`src/rtl/fetch_ctrl.sv`:
```
// fetch_ctrl: instruction-fetch sequencer. It owns the fetch PC, issues one
// request at a time to instruction memory, and buffers one instruction toward
// decode. Redirects and the ebreak halt squash stale in-flight responses.
//
// Ports:
//   clk, rst          clock, synchronous active-high reset
//   imem_req_*        request channel (valid/ready, addr == fetch_pc)
//   imem_rsp_*        response channel, one response per accepted request
//   inst_valid/inst/inst_pc/inst_ready   decode-side handshake
//   redirect_valid/redirect_pc           one-cycle redirect pulse and target
//   halt              ebreak pulse
//   halted            fetch stopped until reset
module fetch_ctrl #(
  parameter int unsigned     XLEN     = 64,
  parameter logic [XLEN-1:0] RESET_PC = 64'h8000_0000
) (
  input  logic            clk,
  input  logic            rst,
  output logic            imem_req_valid,
  input  logic            imem_req_ready,
  output logic [XLEN-1:0] imem_req_addr,
  input  logic            imem_rsp_valid,
  input  logic [31:0]     imem_rsp_data,
  output logic            inst_valid,
  output logic [31:0]     inst,
  output logic [XLEN-1:0] inst_pc,
  input  logic            inst_ready,
  input  logic            redirect_valid,
  input  logic [XLEN-1:0] redirect_pc,
  input  logic            halt,
  output logic            halted
);

  typedef enum logic [2:0] {
    IDLE = 3'd0,
    REQ  = 3'd1,
    WAIT = 3'd2,
    HOLD = 3'd3,
    HALT = 3'd4
  } state_t;

  state_t          state, state_n;
  logic [XLEN-1:0] fetch_pc, fetch_pc_n;
  logic            kill, kill_n;
  logic            halt_pend, halt_pend_n;
  logic [31:0]     inst_n;
  logic [XLEN-1:0] inst_pc_n;
  logic [XLEN-1:0] redir_tgt;

  // Redirect targets are always halfword aligned.
  assign redir_tgt     = {redirect_pc[XLEN-1:1], 1'b0};
  assign imem_req_addr = fetch_pc;

  // State and output registers; the status outputs are decoded from next state.
  always_ff @(posedge clk) begin
    if (rst) begin
      state          <= IDLE;
      fetch_pc       <= RESET_PC;
      kill           <= 1'b0;
      halt_pend      <= 1'b0;
      imem_req_valid <= 1'b0;
      inst_valid     <= 1'b0;
      inst           <= 32'd0;
      inst_pc        <= '0;
      halted         <= 1'b0;
    end else begin
      state          <= state_n;
      fetch_pc       <= fetch_pc_n;
      kill           <= kill_n;
      halt_pend      <= halt_pend_n;
      imem_req_valid <= (state_n == REQ);
      inst_valid     <= (state_n == HOLD);
      inst           <= inst_n;
      inst_pc        <= inst_pc_n;
      halted         <= (state_n == HALT);
    end
  end

  // Next-state logic. Halt outranks redirect everywhere.
  always_comb begin
    state_n     = state;
    fetch_pc_n  = fetch_pc;
    kill_n      = kill;
    halt_pend_n = halt_pend;
    inst_n      = inst;
    inst_pc_n   = inst_pc;

    unique case (state)
      IDLE: begin
        if (halt) begin
          state_n = HALT;
        end else begin
          if (redirect_valid) fetch_pc_n = redir_tgt;
          state_n = REQ;
        end
      end

      REQ: begin
        if (halt) begin
          // An accepted request still owes a response; drain it before halting.
          if (imem_req_ready) begin
            halt_pend_n = 1'b1;
            state_n     = WAIT;
          end else begin
            state_n = HALT;
          end
        end else if (redirect_valid) begin
          fetch_pc_n = redir_tgt;
          if (imem_req_ready) begin
            kill_n  = 1'b1;
            state_n = WAIT;
          end
        end else if (imem_req_ready) begin
          state_n = WAIT;
        end
      end

      WAIT: begin
        if (halt) begin
          halt_pend_n = 1'b1;
        end else if (redirect_valid && !halt_pend) begin
          kill_n     = 1'b1;
          fetch_pc_n = redir_tgt;
        end
        if (imem_rsp_valid) begin
          if (halt || halt_pend) begin
            state_n = HALT;
          end else if (kill || redirect_valid) begin
            // Stale response: drop it and refetch from the (new) fetch_pc.
            kill_n  = 1'b0;
            state_n = REQ;
          end else begin
            inst_n     = imem_rsp_data;
            inst_pc_n  = fetch_pc;
            fetch_pc_n = fetch_pc + XLEN'(4);
            state_n    = HOLD;
          end
        end
      end

      HOLD: begin
        if (halt) begin
          state_n = HALT;
        end else if (redirect_valid) begin
          // A same-cycle inst_ready still completes the handshake on decode's side.
          fetch_pc_n = redir_tgt;
          state_n    = REQ;
        end else if (inst_ready) begin
          state_n = REQ;
        end
      end

      HALT: begin
        state_n = HALT;
      end

      default: begin
        state_n = IDLE;
      end
    endcase
  end

  // Responses are only legal while a request is outstanding.
  always_ff @(posedge clk) begin
    if (!rst) begin
      assert (!(imem_rsp_valid && (state != WAIT)))
        else $error("fetch_ctrl: imem response outside WAIT");
    end
  end

endmodule

```
`config.mk`:
```
export PLATFORM = sky130hd
export DESIGN_NAME = fetch_ctrl
export DESIGN_NICKNAME = d
export VERILOG_FILES = /design/src/rtl/fetch_ctrl.sv
export SDC_FILE = /design/constraint.sdc
export NUM_CORES = 1
export LEC_CHECK = 0
export BUFFER_PORTS_ARGS = -buffer_cell sky130_fd_sc_hd__clkbuf_2
export CAP_MARGIN = 20
export CORE_ASPECT_RATIO = 0.9
export CORE_UTILIZATION = 45
export DETAILED_ROUTE_END_ITERATION = 10
export PLACE_DENSITY = 0.77
export SYNTH_ARGS = -nofsm -noshare
export SYNTH_HDL_FRONTEND = slang
export SYNTH_SLANG_ARGS = --single-unit
```
`constraint.sdc`:
```
create_clock -name clk -period 2.15 [get_ports clk]
set_input_delay 0.43 -clock clk [delete_from_list [all_inputs] [get_ports clk]]
set_output_delay 0.43 -clock clk [all_outputs]
set_load 0.03 [all_outputs]
```
==> impl_results.md <==
* Result of the run: finished, final reports clean
* Pins over their slew limit at 0
* Static Leak at roughly 0.0045 uW
* Core footprint at ~17,000 sq um
* Post-Synth Adder-Cell Area at less than 1%
* Worst supply voltage drop on vdd at roughly 570 uV
* Number of nets at the end of the flow at approximately 1,500
* Most common flop cell mapped by yosys: dfxtp_1
* Minimum hold slack at about 0.22 ns
* Synthesized netlist cell count at between 1,000 and 1,500
* Slowest cell on the critical path: nor4_4
* Clock insertion delay at the later pin of the skew report at 0.43 ns
* Final weighted congestion in routability-driven placement at about 0.94
* Largest net degree at the start of global routing at 65
* Worst clock skew at about 0.0084 ns
* GRT met3 Usage at under 10%
* Tightest slew margin relative to the limit at between 60% and 70%
* Category of the most critical setup path: flip-flop to flip-flop
* Largest driver fanout on the critical path at 4
* Worst-Margin Slew at 0.5905 ns
* Highest clock frequency the design can meet at ~480 MHz
* Average vias per placed instance at about 5.7
* TritonCTS sink count at 168
* Compound-cell area share of the yosys netlist at 21.74%
* Violation count after the first detailed-routing iteration at 890
* GR Util met2 at between 40% and 50%
* TritonCTS clock tree: built
* Total number of vias at between 9,000 and 10,000
* Syn_nets at roughly 1,200
* Average size of a mapped cell at 7.607 sq um
* Synthesized-area fraction occupied by and/or/nand/nor cells at a little under 30%
* Leading post-synthesis cells by cell area: dfxtp_1, nand2_1, a21oi_1
* Most repeated cell in the gate-level netlist after synthesis: nand2_1
* Async S/R FF share, synth at 0%
* Clock Pin Slew Worst Setup and Hold Paths at roughly 0.070 ns
* Share of layout cells above drive strength 1 at 34.65%
* Floorplan die area at 18,250 sq um
* Fraction of met1 tracks used by global routing at 38.06%
* Max Root-Sink Buffers at 2
* Sequential area share after synthesis at between 40 and 50%
* Count of antenna-violating nets left after detailed routing at 0
* Post-detailed-route wirelength per cell at 17.05 um
* Arrival time reported for the critical path endpoint at between 2 and 2.5 ns
* Yosys Warn Count at 0
* Area share of xor/xnor cells in the synthesized design at less than 1%
* Number of inserted filler cells in the final layout at approximately 1,600
* Count of flip-flops with a built-in enable after synthesis at 0
* Width of the die at 142.3 um
* Iteration count of the initial detailed-routing pass at 7
* Global route hottest layer: met2
* Flops & latches, synth at 168
* Leading area contributor after synthesis: dfxtp_1
* Height of the chip at 128.3 um
* Power density cells at 647.8 nW/um^2
* Remaining Overflow, GRT at 0
* Final worst-path cycle share at a little over nine tenths
* Global-route wire length before repair at between 40,000 and 50,000 um
* Overall routing resource usage at 29.69%
* Count of unique library cells instantiated by Yosys at 67
* Share of the synthesized area in the top cell type at 42.18%
* Initial Utilization at between 40% and 50%
* Launch instance of the worst min-delay path: imem_rsp_data[14]
* Buffers added on ports at ~260
* Drc violations at 0
* Mux cell area share after synthesis at around 1.4%
* Launch point of the critical path: imem_req_addr[32]$_SDFFE_PP0P_
* Cell with the most instances on the worst path: nand4_1
* Initial antenna violation count at 0
* HPWL after detailed placement at slightly above 20,000 um
* CTS root buf: clkbuf_16
* Number of buffers created by CTS at 17
* # hold bufs at CTS at 0
* Setup violations, final at 0
* Depth of the CTS H-tree at 4
* Combinational family with the most area after synthesis: simple AND/OR/NAND/NOR gates
* Kind of start point of the critical path: flip-flop
* # rows at 45
* Worst path required time at around 2.5 ns
* Sort of element at the end of the critical path: flip-flop
* RSZ-0062 raised after global routing: true
* IO Count at between 200 and 300
* Via count of the first global-routing pass at 8,194
* Setup slack, reg-to-reg at roughly 0.056 ns
* Maximum capacitance violations at 0
* Ordered cell list for the critical path: nand4_1 > nor4_4 > buf_4 > and2_1 > nand4_1 > or3_1 > a31oi_1
* Total power at 7107 uW
* Leading post-synthesis cells by instance count: nand2_1, dfxtp_1, a21oi_1
* Final Critical Period at ~2.1 ns
* Post-Route WL at around 28,000 um
* Ant diodes at 0
* Area of the mapped netlist at 7973 sq um
* Hold WC Path Type: input port to flip-flop
* Worst reg2reg startpoint: imem_req_addr[32]$_SDFFE_PP0P_
* Fin. Hold Viols at 0
* Peak per-stage delay on the critical path at 0.44 ns
* Area growth from synthesis to final layout at 37.62%
==> stage by stage <==
step	setup TNS (ns)	instance area (sq um)	setup slack (ns)	utilization, %	cells
finish	0	10970	0.05553	64.10	1623
global route	-0.03357	10970	-0.01572	64.10	1623
CTS	0	10900	0.03759	63.70	1622
detailed placement	0	10340	0.004355	60.39	1589
global placement	0	10340	0.02836	60.39	1589
floorplan	-0.01154	8004	-0.01154	-	1048
==> state kept, by name (all words and copies together) (netlist names) <==
name	cells
state	3
inst_pc	64
halted	1
inst_valid	1
halt_pend	1
inst	32
imem_req_valid	1
kill	1
imem_req_addr	64
==> layer usage <==
| layer | wire length (um) | vias up |
|---|---|---|
| met5 | 0 | - |
| met4 | 669 | 0 |
| met3 | 3025 | 47 |
| met2 | 12610 | 467 |
| met1 | 11370 | 4265 |
| li1 | - | 4397 |
==> timing repair <==
item,CTS,global route
cloned,0,0
setup buffers,1,1
gates resized for setup,2,14
setup endpoints to repair,1,17
pin swaps,1,6
endpoints found under the hold margin,0,0
==> placed cells by master (no fill, tap or decap), types with 10 or more instances in the layout <==
master     Yosys  final
a21oi_1      137    137
a221oi_1      10     10
a22oi_1       33     33
a31oi_1       21     21
and2_1        11     11
and3_1        13     13
buf_4          2    120
clkbuf_16      0     17
clkbuf_2       3    263
dfxtp_1      168    145
dfxtp_2        0     19
nand2_1      250    250
nand3_1       38     35
nand4_1       27     27
nor2_1        58     58
nor3_1        17     15
nor4_1        14     12
o211ai_1      14     14
o21ai_0       27     27
or4_1         11     11
==> kinds of logic after synthesis <==
family	count (synthesis)
AND/OR/NAND/NOR	488
adder cells (fa/ha/maj)	1
flip-flops	168
AO/OA/AOI/OAI	285
XOR/XNOR	3
multiplexers	11
buffers and inverters	92
==> path summary, 6_finish.rpt <==
kind,end,depth (start not counted)
worst max-delay path,imem_req_addr[46]$_SDFFE_PP0P_,7
worst min-delay path,inst[14]$_SDFFE_PP0P_,3
worst max register to register,imem_req_addr[46]$_SDFFE_PP0P_,7
worst min register to register,inst_pc[34]$_SDFFE_PP0P_,2
==> report_power, final <==
part / leakage [uW] / internal, uW / switching [uW]
logic: 0.00289 / 363 / 583
registers: 0.00137 / 3190 / 85.5
clock network: 0.000265 / 1510 / 1370
==> critical path: cells and delay by family, from the launching register on <==
| kind | cells | cell delay, ns |
|---|---|---|
| AO/OA/AOI/OAI | 1 | 0.19 |
| buffers and inverters | 1 | 0.19 |
| flip-flops | 1 | 0.37 |
| AND/OR/NAND/NOR | 5 | 1.28 |
==> layout make-up <==
| class | count | area [sq um] | area share [%] |
|---|---|---|---|
| inverters | 9 | 35.03 | 0.3193 |
| well taps | 235 | 294.0 | 2.680 |
| clock inverters | 14 | 115.1 | 1.049 |
| repair buffers | 391 | 2369 | 21.59 |
| flip-flops and latches | 168 | 3402 | 31.01 |
| clock buffers | 18 | 429.2 | 3.912 |
| multi-input cells | 788 | 4328 | 39.45 |
Note: power is estimated with default switching activity, not from simulation.
